**config.mk**
```make
export PLATFORM = sky130hd
export DESIGN_NAME = alu_issue_ctrl_flat
export DESIGN_NICKNAME = d
export VERILOG_FILES = /design/src/rtl/alu_issue_ctrl_if.sv /design/src/rtl/alu_issue_ctrl.sv /design/src/flat_wrapper.sv
export SDC_FILE = /design/constraint.sdc
export NUM_CORES = 1
export LEC_CHECK = 0
export BUFFER_PORTS_ARGS = -buffer_cell sky130_fd_sc_hd__buf_2
export CAP_MARGIN = 20
export CORE_MARGIN = 3
export CORE_UTILIZATION = 45
export CTS_CLUSTER_DIAMETER = 60
export CTS_CLUSTER_SIZE = 30
export DETAILED_ROUTE_END_ITERATION = 16
export GPL_TIMING_DRIVEN = 0
export PLACE_DENSITY = 0.68
export SYNTH_ARGS = -nofsm -noshare
export SYNTH_HDL_FRONTEND = slang
export SYNTH_SLANG_ARGS = --single-unit
```
**constraint.sdc**
```tcl
create_clock -name clk -period 4.6 [get_ports clk]
set_clock_uncertainty 0.15 [all_clocks]
set_input_delay 0.23 -clock clk [delete_from_list [all_inputs] [get_ports clk]]
set_output_delay 0.23 -clock clk [all_outputs]
set_load 0.02 [all_outputs]
```
**src/rtl/alu_issue_ctrl_if.sv**
```systemverilog
// Handshake and control-word bundle between decode, the issue controller and execute.
// The slave side is the issue controller; the master side is decode plus execute.
interface alu_issue_ctrl_if #(
    parameter int OPW  = 5,
    parameter int AOPW = 3
);
    logic            in_valid;
    logic            in_ready;
    logic [OPW-1:0]  opcode;
    logic            out_valid;
    logic            out_ready;
    logic [AOPW-1:0] aluOP;
    logic            imm_sel;
    logic [1:0]      mem_op;
    logic            cmp_only;
    logic            illegal;
    logic            busy;

    modport master (
        output in_valid, opcode, out_ready,
        input  in_ready, out_valid, aluOP, imm_sel, mem_op, cmp_only, illegal, busy
    );

    modport slave (
        input  in_valid, opcode, out_ready,
        output in_ready, out_valid, aluOP, imm_sel, mem_op, cmp_only, illegal, busy
    );
endinterface

```
**src/rtl/alu_issue_ctrl.sv**
```systemverilog
// Registered opcode-to-ALU-control issue stage with valid/ready handshake and
// a hold-off down-counter for multi-cycle MUL/DIV.
module alu_issue_ctrl #(
    parameter int OPW     = 5,
    parameter int AOPW    = 3,
    parameter int MUL_LAT = 3,
    parameter int DIV_LAT = 16
) (
    input  logic            clk,
    input  logic            rst_n,
    input  logic            flush,
    alu_issue_ctrl_if.slave bus
);
    // state | meaning
    // IDLE  | no control word held
    // WAIT  | MUL/DIV counting down, issue held
    // OUT   | control word valid toward execute
    typedef enum logic [1:0] {IDLE = 2'd0, WAIT = 2'd1, OUT = 2'd2} state_t;

    localparam int MAXLAT = (MUL_LAT > DIV_LAT) ? MUL_LAT : DIV_LAT;
    localparam int CNTW   = (MAXLAT > 1) ? $clog2(MAXLAT) : 1;

    localparam logic [AOPW-1:0] ALU_ADD = AOPW'(3'b000);
    localparam logic [AOPW-1:0] ALU_SUB = AOPW'(3'b001);
    localparam logic [AOPW-1:0] ALU_MUL = AOPW'(3'b010);
    localparam logic [AOPW-1:0] ALU_DIV = AOPW'(3'b011);
    localparam logic [AOPW-1:0] ALU_AND = AOPW'(3'b100);
    localparam logic [AOPW-1:0] ALU_OR  = AOPW'(3'b101);
    localparam logic [AOPW-1:0] ALU_XOR = AOPW'(3'b110);
    localparam logic [AOPW-1:0] ALU_NOT = AOPW'(3'b111);

    state_t          state;
    logic [CNTW-1:0] cnt;

    logic [AOPW-1:0] dec_alu;
    logic            dec_imm;
    logic [1:0]      dec_mem;
    logic            dec_cmp;
    logic            dec_ill;
    logic            dec_mul;
    logic            dec_div;
    logic            accept;

    always_comb begin
        dec_alu = ALU_ADD;
        dec_imm = 1'b0;
        dec_mem = 2'b00;
        dec_cmp = 1'b0;
        dec_ill = 1'b0;
        dec_mul = 1'b0;
        dec_div = 1'b0;
        case (bus.opcode[4:0])
            5'b00010: dec_alu = ALU_ADD;
            5'b00011: begin dec_alu = ALU_ADD; dec_imm = 1'b1; end
            5'b00100: dec_alu = ALU_SUB;
            5'b00101: begin dec_alu = ALU_SUB; dec_imm = 1'b1; end
            5'b00110: begin dec_alu = ALU_MUL; dec_mul = 1'b1; end
            5'b00111: begin dec_alu = ALU_AND; dec_imm = 1'b1; end
            5'b01000: begin dec_alu = ALU_DIV; dec_div = 1'b1; end
            5'b01010: dec_alu = ALU_AND;
            5'b01011: begin dec_alu = ALU_AND; dec_imm = 1'b1; end
            5'b01100: dec_alu = ALU_OR;
            5'b01101: begin dec_alu = ALU_OR; dec_imm = 1'b1; end
            5'b01110: dec_alu = ALU_NOT;
            5'b10000: dec_alu = ALU_XOR;
            5'b10001: begin dec_alu = ALU_XOR; dec_imm = 1'b1; end
            5'b10010: begin dec_alu = ALU_SUB; dec_cmp = 1'b1; end
            5'b11100: begin dec_alu = ALU_ADD; dec_imm = 1'b1; dec_mem = 2'b10; end
            5'b11101: begin dec_alu = ALU_ADD; dec_imm = 1'b1; dec_mem = 2'b01; end
            5'b11110: begin dec_alu = ALU_AND; dec_imm = 1'b1; end
            default:  dec_ill = 1'b1;
        endcase
        // Opcode bits above the decoded five make the whole op illegal.
        if ((bus.opcode >> 5) != '0) begin
            dec_alu = ALU_ADD;
            dec_imm = 1'b0;
            dec_mem = 2'b00;
            dec_cmp = 1'b0;
            dec_mul = 1'b0;
            dec_div = 1'b0;
            dec_ill = 1'b1;
        end
    end

    always_comb begin
        case (state)
            IDLE:    bus.in_ready = ~flush;
            OUT:     bus.in_ready = bus.out_ready & ~flush;
            default: bus.in_ready = 1'b0;
        endcase
    end

    assign accept = bus.in_valid & bus.in_ready;

    always_ff @(posedge clk or negedge rst_n) begin
        if (!rst_n) begin
            state         <= IDLE;
            cnt           <= '0;
            bus.out_valid <= 1'b0;
            bus.busy      <= 1'b0;
            bus.aluOP     <= '0;
            bus.imm_sel   <= 1'b0;
            bus.mem_op    <= 2'b00;
            bus.cmp_only  <= 1'b0;
            bus.illegal   <= 1'b0;
        end else if (flush) begin
            state         <= IDLE;
            cnt           <= '0;
            bus.out_valid <= 1'b0;
            bus.busy      <= 1'b0;
        end else begin
            case (state)
                WAIT: begin
                    if (cnt == '0) begin
                        state         <= OUT;
                        bus.out_valid <= 1'b1;
                        bus.busy      <= 1'b0;
                    end else begin
                        cnt <= cnt - CNTW'(1);
                    end
                end
                default: begin
                    if (accept) begin
                        bus.aluOP    <= dec_alu;
                        bus.imm_sel  <= dec_imm;
                        bus.mem_op   <= dec_mem;
                        bus.cmp_only <= dec_cmp;
                        bus.illegal  <= dec_ill;
                        // A latency of one needs no countdown: straight to OUT.
                        if (dec_mul && MUL_LAT > 1) begin
                            state         <= WAIT;
                            cnt           <= CNTW'(MUL_LAT - 1);
                            bus.busy      <= 1'b1;
                            bus.out_valid <= 1'b0;
                        end else if (dec_div && DIV_LAT > 1) begin
                            state         <= WAIT;
                            cnt           <= CNTW'(DIV_LAT - 1);
                            bus.busy      <= 1'b1;
                            bus.out_valid <= 1'b0;
                        end else begin
                            state         <= OUT;
                            bus.busy      <= 1'b0;
                            bus.out_valid <= 1'b1;
                        end
                    end else if (state == IDLE || bus.out_ready) begin
                        state         <= IDLE;
                        bus.out_valid <= 1'b0;
                    end
                end
            endcase
        end
    end
endmodule

```
**src/flat_wrapper.sv**
```systemverilog
// flat-port wrapper written by rule: the top's interface ports become plain ports
module alu_issue_ctrl_flat 
#(
    parameter int OPW     = 5,
    parameter int AOPW    = 3,
    parameter int MUL_LAT = 3,
    parameter int DIV_LAT = 16
)
  (clk, rst_n, flush, bus_in_valid, bus_opcode, bus_out_ready, bus_in_ready, bus_out_valid, bus_aluOP, bus_imm_sel, bus_mem_op, bus_cmp_only, bus_illegal, bus_busy);
  alu_issue_ctrl_if #(.OPW(OPW), .AOPW(AOPW)) bus_i ();
  input  logic clk;
  input  logic rst_n;
  input  logic flush;
  input wire logic [$bits(bus_i.in_valid)-1:0] bus_in_valid;
  input wire logic [$bits(bus_i.opcode)-1:0] bus_opcode;
  input wire logic [$bits(bus_i.out_ready)-1:0] bus_out_ready;
  output wire logic [$bits(bus_i.in_ready)-1:0] bus_in_ready;
  output wire logic [$bits(bus_i.out_valid)-1:0] bus_out_valid;
  output wire logic [$bits(bus_i.aluOP)-1:0] bus_aluOP;
  output wire logic [$bits(bus_i.imm_sel)-1:0] bus_imm_sel;
  output wire logic [$bits(bus_i.mem_op)-1:0] bus_mem_op;
  output wire logic [$bits(bus_i.cmp_only)-1:0] bus_cmp_only;
  output wire logic [$bits(bus_i.illegal)-1:0] bus_illegal;
  output wire logic [$bits(bus_i.busy)-1:0] bus_busy;
  assign bus_i.in_valid = bus_in_valid;
  assign bus_i.opcode = bus_opcode;
  assign bus_i.out_ready = bus_out_ready;
  assign bus_in_ready = bus_i.in_ready;
  assign bus_out_valid = bus_i.out_valid;
  assign bus_aluOP = bus_i.aluOP;
  assign bus_imm_sel = bus_i.imm_sel;
  assign bus_mem_op = bus_i.mem_op;
  assign bus_cmp_only = bus_i.cmp_only;
  assign bus_illegal = bus_i.illegal;
  assign bus_busy = bus_i.busy;
  alu_issue_ctrl #(.OPW(OPW), .AOPW(AOPW), .MUL_LAT(MUL_LAT), .DIV_LAT(DIV_LAT)) u_core (.clk(clk), .rst_n(rst_n), .flush(flush), .bus(bus_i));
endmodule
```
After elaboration in Yosys (flattened, before gate mapping):

Cells that the tools add are included.

* register bits after elaboration: 16
* input port bits: 10
* output and inout bits: 11
* logic and storage cells: 86

* add/sub/neg operators: 1
* equality and inequality tests: 22
* mux-type cells: 34
* bitwise logic cells: 4
* reductions and logical operators: 16

Operators with widths (count)
* equality test 5 x 4 -> 1 bit, second input constant: 6
* equality test 5 bit, second input constant: 6
* 2-to-1 mux 4 bit: 6
* one-hot mux 3 bit (7 select lines): 1
* equality test 5 x 3 -> 1 bit, second input constant: 4
* 2-to-1 mux 1 bit: 18
* OR reduction 18 bit: 1
* 2-to-1 mux 2 bit: 7
* equality test 5 x 2 -> 1 bit, second input constant: 2
* OR reduction 9 bit: 1
* nonzero test 4 bit: 2
* AND reduction 3 bit: 2
* zero test 4 bit: 1
* one-hot mux 2 bit (2 select lines): 1
* AND reduction 2 bit: 2
* OR reduction 2 bit: 2
* OR reduction 4 bit: 1
* subtractor 4 x 1 -> 4 bit, second input constant: 1
* inequality test 3 x 2 -> 1 bit, second input constant: 1
* inequality test 3 bit, second input constant: 1
* nonzero test 3 bit: 1
* OR reduction 3 bit: 1
* bitwise AND 1 bit: 2
* equality test 2 x 1 -> 1 bit, second input constant: 1
* 5 further kinds: 6

Depth between registers and ports, before layout:

Gate-level depths: netlist (run 1).

* depth after elaboration: 7
* depth in mapped cells: 6
* gate-level depth less buffers: 6

Worst setup path after synthesis (run 1):

OpenSTA, ideal clock, no wires.

* path type: register to register
* from: register u_core.state[1]
* to: register u_core.cnt[3]
* library setup time: 142 ps
* data arrival time: 1387 ps
* data required time: 4308 ps
* slack: 2921 ps
* stages on the path, launching flop included: 6
* buffers on the path: 0
* clock period less this slack: 1679 ps
* path through: dfrtp_1 -> nand2b_1 -> and3_1 -> a211o_4 -> a21oi_1 -> a311oi_2

* cells in the longest elaborated chain, start to end: 5
* elaborated cells between the ends (all ways): 11
* classes of those cells: eq/ne (3); mux (3); bitwise (1); reduce/logical (4)

RTL lines
* from (decl): line alu_issue_ctrl.sv:32 `state_t state;`
* from (signal assigned): line alu_issue_ctrl.sv:97 `state <= IDLE;`
* from (signal assigned): line alu_issue_ctrl.sv:107 `state <= IDLE;`
* from (signal assigned): line alu_issue_ctrl.sv:115 `state <= OUT;`
* equality test 2 bit / zero test 2 bit (equally long branches): line alu_issue_ctrl.sv:86 `case (state)`
* one-hot mux 1 bit (2 select lines): line alu_issue_ctrl.sv:86
* bitwise AND 1 bit: line alu_issue_ctrl.sv:93 `assign accept = bus.in_valid & bus.in_ready;`
* nonzero test 3 bit (no source line)
* AND reduction 3 bit (no source line)
* to (signal assigned): line alu_issue_ctrl.sv:119 `cnt <= cnt - CNTW'(1);`
* to (signal assigned): line alu_issue_ctrl.sv:132 `cnt <= CNTW'(MUL_LAT - 1);`
* to (signal assigned): line alu_issue_ctrl.sv:137 `cnt <= CNTW'(DIV_LAT - 1);`
* to (decl): line alu_issue_ctrl.sv:33 `logic [CNTW-1:0] cnt;`

Parallel ways exist; a longest one is shown, timed or not.
A chain may end at the register's enable or synchronous reset.

Worst setup path in the final report (run 1):

* from: register u_core.cnt[0]
* to: register u_core.cnt[3]

* cells in the longest elaborated chain, start to end: 4
* elaborated cells between the ends (all ways): 7
* classes of those cells: add/sub (1); eq/ne (1); mux (3); reduce/logical (2)

RTL lines
* subtractor 4 x 1 -> 4 bit: line alu_issue_ctrl.sv:119
* 2-to-1 mux 4 bit: line alu_issue_ctrl.sv:114 `if (cnt == '0) begin`
* 2-to-1 mux 4 bit: line alu_issue_ctrl.sv:112 `case (state)`
* 2-to-1 mux 4 bit: line alu_issue_ctrl.sv:106 `end else if (flush) begin`

Parallel ways exist; a longest one is shown, timed or not. The select of a mux whose other input is x is not followed.

==> results of run 1 <==
==> what timing repair did <==
| action | in CTS | in global routing |
|---|---|---|
| endpoints found under the hold margin | 15 | 0 |
| endpoints found under the setup margin | 0 | 0 |
| buffers inserted | 0 | 0 |
| hold buffers | 1 | 0 |
==> placed cells by master, fill, tap and decap left out, types with 4 or more instances in the layout <==
master	count
nand2_1	18
a31oi_1	5
dfrtp_1	15
nand2b_1	10
buf_2	19
a21oi_1	8
o21ai_1	4
nor2_1	7
o21ai_0	5
clkbuf_1	5
nor3_1	4
==> power by group through the flow <==
stage	logic [mW]	clock network [mW]	registers (mW)
6_report	0.0827	0.0756	0.152
2_1_floorplan	0.0465	0	0.163
4_1_cts	0.0831	0.0796	0.152
3_3_place_gp	0.0801	0	0.153
3_5_place_dp	0.0821	0	0.154
5_1_grt	0.0922	0.0870	0.153
==> cells in the mapped netlist <==
cell      number  area share, %
a211o_4        1            1.9
a21boi_4       1            2.0
a21o_1         1           0.79
a21oi_1        8            4.2
a311oi_1       1           0.93
a311oi_2       1            1.6
a31oi_1        5            3.3
and2_1         1           0.66
and3_1         1           0.66
buf_2          1           0.53
buf_4          1           0.79
clkbuf_1       4            1.6
dfrtp_1       15             40
ha_1           1            1.3
inv_1          3            1.2
maj3_1         1            1.1
mux2i_1        1            1.1
nand2_1       18            7.1
nand2b_1      10            6.6
nand3_1        3            1.6
nand3b_1       1           0.79
nor2_1         7            2.8
nor2b_1        2            1.3
nor3_1         4            2.1
nor3b_1        1           0.79
o21ai_0        5            2.6
o21ai_1        4            2.1
o31a_1         1           0.93
o31ai_1        1           0.79
o32a_1         3            3.2
o41ai_1        3            2.8
or3b_4         1            1.2
==> metal layers <==
layer,GRT usage [%],vias up
met1,24.1,416
met4,6.55,0
met5,0,-
met2,26.4,23
li1,-,453
met3,3.44,5
==> cells by family (layout without fill, tap and decap cells) <==
family	after synthesis	in the layout	synth area share [%]
AO/OA/AOI/OAI	35	35	27.1
AND/OR/NAND/NOR	49	49	25.7
adder cells (fa/ha/maj)	2	2	2.38
flip-flops	15	15	39.7
multiplexers	1	1	1.06
buffers and inverters	9	32	4.10
==> metrics by stage <==
stage	area, sq um	power, mW	cells
after detailed placement	1070	0.236	154
after CTS	1100	0.314	159
after floorplan	946	0.210	111
after global routing	1100	0.333	159
after global placement	1070	0.234	154
final	1100	0.310	159
==> area by class of cell <==
cell class              count  share of cell area, %
clock buffers               4                   2.38
plain buffers               6                   2.49
flip-flops and latches     15                   34.0
repair buffers             19                   9.07
well taps                  25                   2.83
multi-input cells          87                   48.2
inverters                   3                   1.02
==> worst max path at each step <==
stage / depth (start not counted) / to / startpoint
after floorplan: 5 / u_core.cnt[3]$_DFFE_PN0P_ / u_core.state[1]$_DFFE_PN0P_
after detailed placement: 7 / u_core.cnt[2]$_DFFE_PN0P_ / bus_opcode[1]
after CTS: 6 / u_core.cnt[3]$_DFFE_PN0P_ / u_core.cnt[0]$_DFFE_PN0P_
after global routing: 6 / u_core.cnt[3]$_DFFE_PN0P_ / u_core.cnt[0]$_DFFE_PN0P_
after global placement: 7 / u_core.cnt[2]$_DFFE_PN0P_ / bus_opcode[1]
final: 6 / u_core.cnt[3]$_DFFE_PN0P_ / u_core.cnt[0]$_DFFE_PN0P_
==> state kept, by name, summed over array words and instances (netlist names) <==
signal / count
u_core.bus.aluOP: 3
u_core.bus.busy: 1
u_core.bus.cmp_only: 1
u_core.bus.illegal: 1
u_core.bus.imm_sel: 1
u_core.bus.mem_op: 2
u_core.cnt: 4
u_core.state: 2
==> worst reg2reg max path, stage by stage (launching register included) <==
cell and delay, ns:
dfrtp_1 0.41, inv_1 0.09, ha_1 0.23, a21oi_1 0.14, a211o_4 0.36, a21oi_1 0.17, a311oi_2 0.07
==> summary by stage, run 1 <==
Route
After detailed routing, the number of remaining DRC violations is 0. The met2 wire length is 922 microns. The detailed-route vias per instance is approximately 5.6. The final layout contains routed wiring with a total length of between 2000 and 2500 microns. The first detailed-routing pass ran for 4 iterations. Detailed routing placed a total of between 100 and 150 microns of wire on met3. For this block, the via count after detailed routing is 897. After detailed routing, the wire length on met1 is around 1000 microns.

The highest layer touched by signal routing is met4. The count of nets left with antenna violations once routing finished came out at 0. The first routing iteration left 28 violations.

The final routed wire length divided by cell count is between 10 and 15 microns.

Global routing
Across every metal layer, demand over resource in global routing totals 17.4%. The via count of the first global-routing pass is about 800. The first-pass GRT wire length is roughly 3500 microns. The overflow left after global routing is 0. The number of antenna violations at the first check in global routing is 0. The maximum number of pins on one net before global-route repair is 16.

Timing
In the finished design, the share of the clock period the worst path needs comes to a little under two fifths. The worst path needs roughly 1.7 ns of the cycle, external delays included. Setup repair after global routing left no endpoint under its margin. For this run, the top clock speed supported by timing is 573 MHz. The number of pins with negative max-slew slack in the final report is 0. The setup slack after layout is 2.86 ns.

Setup violations remaining at the end of the flow were counted as 0. The worst hold slack after final layout is 0.0740 ns. Setup total negative slack on the finished layout was measured at 0 ns. The transition time of the tightest slew-check pin is approximately 0.43 ns. The tightest slew margin relative to the limit is approximately 70%. The final count of hold timing violations is 0.

Power and ir drop
The areal power density over the cells is between 200 and 300 nW/um^2. Per report_power, the combinational group accounts for between 20% and 30% of the total. Of the total power, registers draw between 40 and 50%.

The reported net switching power is ~0.1 mW. The internal power is ~0.21 mW. The worst ir drop on vdd is between 0.1 and 0.15 mV. Net switching is between 30% and 40% of the power. The leakage power of the design is between 0.4 and 0.5 nW.

The share of power burned in the clock network is between 20 and 25%.

Worst setup path
In this design, the stage delay of the slowest critical-path cell is 0.41 ns. The endpoint of the most critical register-to-register path is u_core.cnt[3]$_DFFE_PN0P_. Traced cell by cell, the critical path runs through inv_1 -> ha_1 -> a21oi_1 -> a211o_4 -> a21oi_1 -> a311oi_2. The origin of the critical flop-to-flop path is u_core.cnt[0]$_DFFE_PN0P_. The cell that appears most often on the critical path is a21oi_1.

The endpoint type of the worst setup path is a flop. STA classifies the critical path startpoint as a flop. STA puts the critical path data arrival time at 1.74 ns.

Measured in cells, the most critical reg-to-reg path has a length of 6. The library cell contributing the largest single delay on the critical path is dfrtp_1. The cell type group with the largest total delay on the critical path is compound AO/OA/AOI/OAI gates. The worst register-to-register path has a setup slack of between 2 and 3 ns.

Together, buffers and inverters on the worst path number 1. The largest fanout of any net on the critical path is 6. The data required time at the worst endpoint is about 4.6 ns. The kind of critical path is flop to flop.

CTS
CTS built an H-tree with a depth of 1. The total CTS buffers is 3. The maximum buffer depth of the clock tree is 2. The TritonCTS sink count is 15.

For the worst-skew pair, the clock arrives at the later sink with an insertion delay of between 0.2 and 0.3 ns. Gates resized during post-CTS repair numbered 0. The cell chosen for the clock root is clkbuf_4.

After clock tree synthesis, the clock-pin slew on the worst setup and hold paths is around 0.09 ns. TritonCTS built the clock tree.

Final layout
Cells with a size suffix above 1 make up about a fifth of the layout. The final core area utilization is roughly three fifths. The number of antenna diodes is 0. The multi-input combinational cells in the finished layout cover a total of ~530 sq um. The filler cell count in the final layout is ~180. The storage element area is 375 sq um.

After the last flow step, the layout net total stands at about 150. Relative to the synthesized area, the layout overhead comes to 16.7%.

Die
In this run the vertical extent of the chip is around 52 microns. The region available for standard cell placement spans around 1900 sq um. The area of the die is around 2700 sq um.

The horizontal die dimension is about 52 microns. The site row count is 15. The initial cell density of the core is 50.9%.

The number of primary I/O pins is 21.

Status
The flow ran to the end, and the final reports show no timing, DRC or antenna violations.

Yosys
Counting distinct cell types in the post-synthesis netlist gives 32. The average cell area after synthesis is ~8.5 sq um. The cell area that synthesis handed to floorplanning was approximately 950 sq um. During synthesis, Yosys emitted a total of 0 warnings. The synthesized net count is 122. The synthesized instance count is between 100 and 150.

The sequential-to-total area share from yosys stat is about two fifths. The post-synthesis sequential element count is 15.

Min path
Along the worst hold path, the cell count comes to 2. The path with the worst hold slack has its endpoint at u_core.state[1]$_DFFE_PN0P_. In this run the most critical hold path is launched from flush. The worst hold path belongs to the class input port to flop.

Place
At the placement stage, the worst setup path has a slack of between 2 and 3 ns. The final weighted congestion of routability-driven global placement is around 0.78. Port buffering added 18 buffers. Detailed placement ended at an HPWL of roughly 1500 microns.

Flow run
Across the run, the number of max-cap violations was 0.
Power figures use the tool's default switching activity.
==> inputs of run 2 (changes only) <==
- PLACE_DENSITY: 0.68 -> 0.71
- clock period: 4.6 -> 1.44 ns (I/O delays scaled with it)
==> summary by stage, run 2 (synthesis results as in run 1) <==
Worst setup path
Counting cells, the worst reg-to-reg path comes to 6. The endpoint type of the worst setup path is a flop. The reg2reg setup slack is -0.08 ns.

The library cell contributing the largest single delay on the critical path is dfrtp_2. Data on the critical path arrives at its endpoint at around 1.5 ns. The number of buffers and inverters on the critical path is 1. Walking the worst path, the cells encountered are buf_4 -> nand2b_4 -> a21oi_2 -> a211o_4 -> a21oi_2 -> a311oi_2. The endpoint identified for the worst register-to-register timing path is u_core.cnt[3]$_DFFE_PN0P_. The cell repeated most along the worst path is a21oi_2. The data required time at the worst endpoint is ~1.4 ns. The origin of the critical flop-to-flop path is u_core.state[0]$_DFFE_PN0P_. The delay of the slowest cell on the worst path is around 0.45 ns.

The largest fanout of any net on the critical path is 6. The critical path is of the flop to flop type. STA classifies the critical path startpoint as a flop.

The cell type group with the largest total delay on the critical path is compound AO/OA/AOI/OAI gates.

CTS
Counting the buffers created by CTS gives 3. The TritonCTS sink count is 15. The cell chosen for the clock root is clkbuf_4. The later pin in the worst-skew pair is clocked with a latency of 0.27 ns. The H-tree depth reported by CTS is 1.

The clock transition time at the flip-flop clock pins of the worst setup and hold paths is 0.09 ns. The clock tree from TritonCTS is built. The clock passes through at most 2 buffers.

Die
The initial cell density of the core is roughly 51%. The number of primary I/O pins is 21. The region available for standard cell placement spans between 1500 and 2000 sq um. The area of the die is around 2700 sq um. Measured along the y axis, the die boundary spans approximately 52 microns. In this run the core area contains 15 standard-cell rows. The die is about 52 microns wide.

Timing
Timing would allow up to 657 MHz. The final count of hold timing violations was 0. The transition time of the tightest slew-check pin is about 0.44 ns.

The shortest clock period the worst path allows after layout is approximately 1.5 ns. The count of endpoints failing setup in the final report is 9. The tightest slew margin relative to the limit is between 70% and 80%. The final cycle utilization of the critical path is 106%.

The number of pins with negative max-slew slack in the final report is 0. After layout, the worst setup slack is -0.0830 ns. Setup repair after global routing could not meet its margin everywhere.

Min path
Counting instances, the worst hold path has a depth of 3. The worst min-delay path category is input port to flop. For hold timing, the worst endpoint is u_core.bus.mem_op[1]$_DFFE_PN0P_. The startpoint identified for the worst hold timing path is bus_opcode[3].

Route
The total detailed-routing wirelength is about 2400 microns. The via count is between 900 and 1000. The number of remaining DRC errors is 0. For this block, the initial DRC count from the detailed router was 17. Using the TritonRoute via totals, the vias-per-cell ratio works out to approximately 5.7. The first TritonRoute pass finished after 4 iterations. In the final routed layout, each cell accounts on average for 14.1 microns. In this run the remaining antenna-violating nets after routing total 0.

Global routing
The via count of the first global-routing pass came to 862. Entering global routing, the biggest net connects 16 pins. The overflow left after global routing is 0.

The number of antenna violations at the first check in global routing was 0. Global routing used around 18% of the available tracks across all layers. The first global-routing pass estimated approximately 3700 microns of wire.

Final layout
In the layout the commonest cells are buf_2 (20), nand2_1 (18), dfrtp_1 (13). 0 antenna diodes ended up in the layout. Once layout is complete, the utilization of the core stands at just under 70%. The largest registers in the layout are u_core.cnt (4), u_core.bus.aluOP (3). For this run, the post-layout net count is approximately 160.

The top register by number of flip-flops is u_core.cnt. The library cell used most frequently in the layout, excluding fill and tap cells, is buf_2. The area growth from synthesis to final layout is 34.8%. The number of flip-flops in the largest register is 4. The share of post-route cells with drive strength above 1 is a little under two fifths.

Power and ir drop
The internal power is between 0.7 and 0.8 mW. The reported net switching power is between 0.3 and 0.4 mW. The part of the power in combinational logic is between 30% and 40%. The fraction of power spent switching nets is 32.7%.

The worst ir drop on vdd is 0.704 mV. The sequential fraction of design power is 46.4%. The clock network accounts for ~22% of the total power. The areal power density over the cells is between 800 and 900 nW/um^2. The leakage power of the design is about 0.56 nW.

Status
The final reports fail on negative setup slack. The flow ran to the end, but the final reports show violations.

Flow run
The tool flagged a number of max-cap violations equal to 0.

Place
The HPWL reported at the end of detailed placement is ~1600 microns. Prior to clock tree synthesis, the placed netlist has a worst setup slack of -0.205 ns. The number of port buffers is 18. The final weighted congestion of routability-driven global placement is 0.793.
run 2: area by class of cell:
class | count | area (sq um)
Multi-Input combinational cell | 87 | 621
Sequential cell | 15 | 378
Fill cell | 144 | 583
Inverter | 3 | 11.3
Timing Repair Buffer | 29 | 183
Buffer | 5 | 25.0
Clock buffer | 4 | 26.3
Tap cell | 25 | 31.3
run 2: how the worst max path moves through the flow:
stage / startpoint / end / slack, ns / cells past startpoint
2_1_floorplan: u_core.state[1]$_DFFE_PN0P_ / u_core.cnt[3]$_DFFE_PN0P_ / -0.06 / 5
3_3_place_gp: bus_opcode[1] / u_core.cnt[2]$_DFFE_PN0P_ / -0.19 / 7
3_5_place_dp: u_core.state[0]$_DFFE_PN0P_ / u_core.bus.imm_sel$_DFFE_PN0P_ / -0.21 / 5
4_1_cts: u_core.state[1]$_DFFE_PN0P_ / u_core.cnt[3]$_DFFE_PN0P_ / -0.07 / 5
5_1_grt: u_core.state[0]$_DFFE_PN0P_ / u_core.cnt[3]$_DFFE_PN0P_ / -0.13 / 4
6_report: u_core.state[0]$_DFFE_PN0P_ / u_core.cnt[3]$_DFFE_PN0P_ / -0.08 / 6
run 2: worst reg2reg max path: stages, from the launching register on:
cell and delay, ns:
dfrtp_2 0.45, buf_4 0.15, nand2b_4 0.07, a21oi_2 0.04, a211o_4 0.30, a21oi_2 0.16
a311oi_2 0.05
run 2: what timing repair did:
action,CTS,global route
setup buffers,6,1
pin swaps,4,5
endpoints found under the setup margin,13,12
hold buffers,3,1
endpoints found under the hold margin,18,1
gates resized for setup,11,6
run 2: stage by stage:
step                cell area [sq um]  power (mW)  setup TNS (ns)  instances  hold WS [ns]
detailed placement               1100       0.778           -2.05        154        -0.159
CTS                              1230        1.05          -0.190        166       0.00274
floorplan                         980       0.689          -0.114        111        -0.374
finish                           1270        1.06          -0.259        168        0.0155
global route                     1270        1.13           -1.07        168        0.0280
global placement                 1100       0.768           -1.80        154        -0.163
run 2: per-layer routing:
| metal | vias up | track usage (%) | wire (microns) |
|---|---|---|---|
| li1 | 462 | - | - |
| met1 | 461 | 25.1 | 1060 |
| met2 | 35 | 29.3 | 1160 |
| met3 | 4 | 2.87 | 128 |
| met4 | 0 | 3.93 | 13 |
| met5 | - | 0 | 0 |
run 2: power by group through the flow:
stage,clock network (mW),registers [mW],logic [mW]
detailed placement,0,0.495,0.283
floorplan,0,0.524,0.166
CTS,0.246,0.488,0.316
finish,0.234,0.492,0.335
global route,0.272,0.495,0.362
global placement,0,0.492,0.276
==> inputs of run 3 (changes only) <==
- ABC_AREA: default -> 1
- MAX_ROUTING_LAYER: default -> met4
- PLACE_DENSITY: 0.71 -> 0.7
==> summary by stage, run 3 <==
Worst setup path
For this run, the slowest stage of the critical path takes between 0.4 and 0.5 ns. The cell type group with the largest total delay on the critical path is simple AND/OR/NAND/NOR gates. The critical path goes through nor2_2 -> nand3_2 -> buf_6 -> nand2_4 -> nand2_2 -> inv_2 -> nand2_4 -> nand2_1 -> nand2_1.

Of all nets on the critical path, the largest fanout is 4. The critical path contains buffers and inverters numbering 2 combined. By startpoint and endpoint, the worst setup path is classified as flop to flop.

The startpoint type of the worst setup path is a flop. STA classifies the critical path endpoint as a flop. The library cell contributing the largest single delay on the critical path is dfrtp_1. The data arrival time of the critical path is 1.51 ns.

The data required time at the worst endpoint is 1.48 ns.

Final layout
Leaving out filler cells and counting taps, the final layout contains around 230. The final core area utilization is between 60% and 70%. The area growth from synthesis to final layout is 25.7%. The number of nets in the final layout is around 210.

The largest registers in the layout are u_core.cnt (4), u_core.bus.aluOP (3). The final instance area is ~1400 sq um. Of the cells placed in the final design, the portion with a size suffix greater than 1 is ~36%. The number of flip-flops in the largest register is 4. The repair_antennas step left the layout with diodes totalling 0. The most common cell after layout, fill and taps aside is nand2_1.

In the layout the commonest cells are nand2_1 (49), nor2_1 (26), buf_2 (18). More flip-flops sit in one register than any other, and that register is u_core.cnt.

Timing
The final cycle utilization of the critical path is 102%. The tightest hold path in the finished design has a slack of between 0.03 and 0.04 ns. The setup slack after layout is -0.0249 ns. The tightest slew margin relative to the limit is approximately three quarters. Static timing analysis puts the maximum clock frequency at a little under 700 MHz. The final count of hold timing violations came to 0.

The transition time of the tightest slew-check pin is 0.372 ns. Setup total negative slack on the finished layout was measured at -0.0575 ns. The shortest clock period the worst path allows after layout is 1.46 ns. Setup repair after global routing could not meet its margin everywhere. The number of pins with negative max-slew slack in the final report was 0.

Setup violations remaining at the end of the flow were counted as 4.

CTS
CTS saw 15 sinks. CTS built an H-tree with a depth of 1. After clock tree synthesis, the clock-pin slew on the worst setup and hold paths is around 0.1 ns. The clock passes through at most 2 buffers. The source-to-sink clock delay at the later pin of the worst-skew pair is approximately 0.29 ns.

In this run the clock root is driven by a clkbuf_4. TritonCTS built the clock tree. Buffers inserted during clock tree synthesis total 3.

Yosys
Ranked by instance count, the synthesized netlist is headed by nand2_1 (57), nor2_1 (27), nand3_1 (16), dfrtp_1 (15), inv_1 (12). The synthesized design contains 0 enable-type register cells. A synthesized cell averages 6.35 sq um. The most frequent cell after synthesis is nand2_1.

dfrtp_1 takes more of the synthesized area than any other cell. Synthesis produced a netlist with a net count of 183. Synthesis instantiated 22 different standard cells from the library. The share of the synthesized area in the top cell type is approximately 34%. During synthesis, Yosys emitted a total of 0 warnings. The synthesized cell area is roughly 1100 sq um.

Synthesis produced a netlist whose cell count is 172. The most used flip-flop cell after synthesis is dfrtp_1. Counting flops and latches in the post-synthesis netlist gives 15. The share of flip-flops with an asynchronous set or reset is 100%. After synthesis, the cell types taking the most area are dfrtp_1 (34%), nand2_1 (20%), nor2_1 (9.3%), nand3_1 (7.3%), inv_1 (4.1%). The share of the Yosys chip area taken by registers is 34.4%.

Route
In the final routed layout, each cell accounts on average for roughly 12 microns. The first-iteration detailed-routing DRC count is 22. The number of nets with antenna violations after detailed routing is 0.

The total detailed-routing wirelength is approximately 2700 microns. The iteration count of the initial detailed-routing pass is 4. The detailed router placed about 1100 vias in this run. The detailed-route vias per instance is between 5 and 6. The number of remaining DRC errors is 0.

Global routing
For this run the aggregate overflow at the end of global routing stands at 0. The aggregate global-route resource usage is around 18%. The number of antenna violations at the first check in global routing came to 0. Entering global routing, the biggest net connects 16 pins. The via count of the first global-routing pass is 1055. The first-pass GRT wire length is between 4000 and 5000 microns.

Place
Summing all placed instances gives a cell area of 1220 sq um. Port buffering added 19 buffers. After detailed placement, the design holds a cell count of approximately 220. Prior to clock tree synthesis, the placed netlist has a worst setup slack of -0.0889 ns.

At the end of routability-driven placement, the weighted congestion stood at 0.882. The HPWL reported at the end of detailed placement is approximately 2000 microns.

Die
The initial cell density of the core is between 40% and 50%. The total core area is about 2300 sq um. The height of the chip is 55.3 microns. The site row count is 17.

In this run the horizontal extent of the chip is between 50 and 60 microns. For this design the top-level I/O count stands at 21. The die covers just over 3000 sq um.

Power and ir drop
The design draws between 1 and 1.5 mW. Net switching is ~36% of the power. The share of total power dissipated in combinational logic is between 30% and 40%. The reported net switching power is 0.407 mW. The leakage power of the design is 0.789 nW. Per report_power, the sequential group accounts for between 40% and 50% of the total.

The areal power density over the cells is just over 800 nW/um^2. The share of power burned in the clock network is a little under a quarter. IR analysis of the VDD net gives a maximum drop of about 0.44 mV.

The internal power is about 0.71 mW.

Min path
The path class of the tightest hold or removal check is input port to flop.

Flow run
The tool flagged a number of max-cap violations equal to 0.

Status
The final reports fail on negative setup slack. The run finished, with violations left.
==> run 3: changes by cell type in the layout (fill, tap and decap cells not counted), sizes merged, moves of 6 or more <==
cell / delta
nand2b: -10
nand3: +17
nand2: +43
nor2: +26
inv: +20
a21oi: -6
==> run 3: final cells by class <==
type,instances,area [sq um]
tap,28,35.0
clock buffer,3,22.5
clock inverter,1,5.00
multi-input combinational,130,668
timing repair buffer,25,149
fill,226,882
buffer,2,18.8
sequential,15,377
inverter,25,97.6
==> run 3: worst paths after layout <==
path                                        startpoint  slack [ns]  cells after the start                               end
max                        u_core.state[0]$_DFFE_PN0P_       -0.02                      9         u_core.cnt[3]$_DFFE_PN0P_
min                                      bus_opcode[4]        0.03                      3  u_core.bus.mem_op[1]$_DFFE_PN0P_
max reg2reg                u_core.state[0]$_DFFE_PN0P_       -0.02                      9         u_core.cnt[3]$_DFFE_PN0P_
min reg2reg                u_core.bus.busy$_DFFE_PN0P_        0.33                      2       u_core.bus.busy$_DFFE_PN0P_
max in group asynchronous                        rst_n        0.80                      2       u_core.state[1]$_DFFE_PN0P_
min in group asynchronous                        rst_n        0.06                      2         u_core.cnt[2]$_DFFE_PN0P_
==> run 3: repair_timing <==
action	CTS	global route
resized for setup	9	15
gates cloned	0	0
setup buffers	3	2
endpoints found under the setup margin	7	10
hold buffers	1	0
pin swaps	4	11
endpoints found under the hold margin	15	0
==> run 3: tightest hold or removal path, cell delays in order <==
cell and delay (ns):
buf_4 0.14, nand3_1 0.13, o21ai_0 0.08
==> run 3: power by group through the flow <==
stage	combinational [mW]	sequential [mW]	clock (mW)
2_1_floorplan	0.173	0.527	0
3_3_place_gp	0.290	0.497	0
3_5_place_dp	0.294	0.499	0
4_1_cts	0.318	0.492	0.260
5_1_grt	0.410	0.502	0.284
6_report	0.366	0.496	0.254
==> run 3: layer usage <==
layer	wire [microns]	vias up	part of all wire, %	global-route usage, %
li1	-	593	-	-
met1	1230	525	45	22.9
met2	1370	22	50	29.6
met3	74	6	2.7	2.80
met4	46	0	1.7	8.33
met5	0	-	0	-
==> run 3: cells by family (layout without fill, tap and decap cells) <==
family / Yosys count / after routing / synth area share [%]
and+or+nand+nor: 118 / 118 / 48.9
buffers and inverters: 27 / 56 / 10.4
DFF: 15 / 15 / 34.4
AOI/OAI and AO/OA: 11 / 11 / 5.16
adders and majority gates: 1 / 1 / 1.15
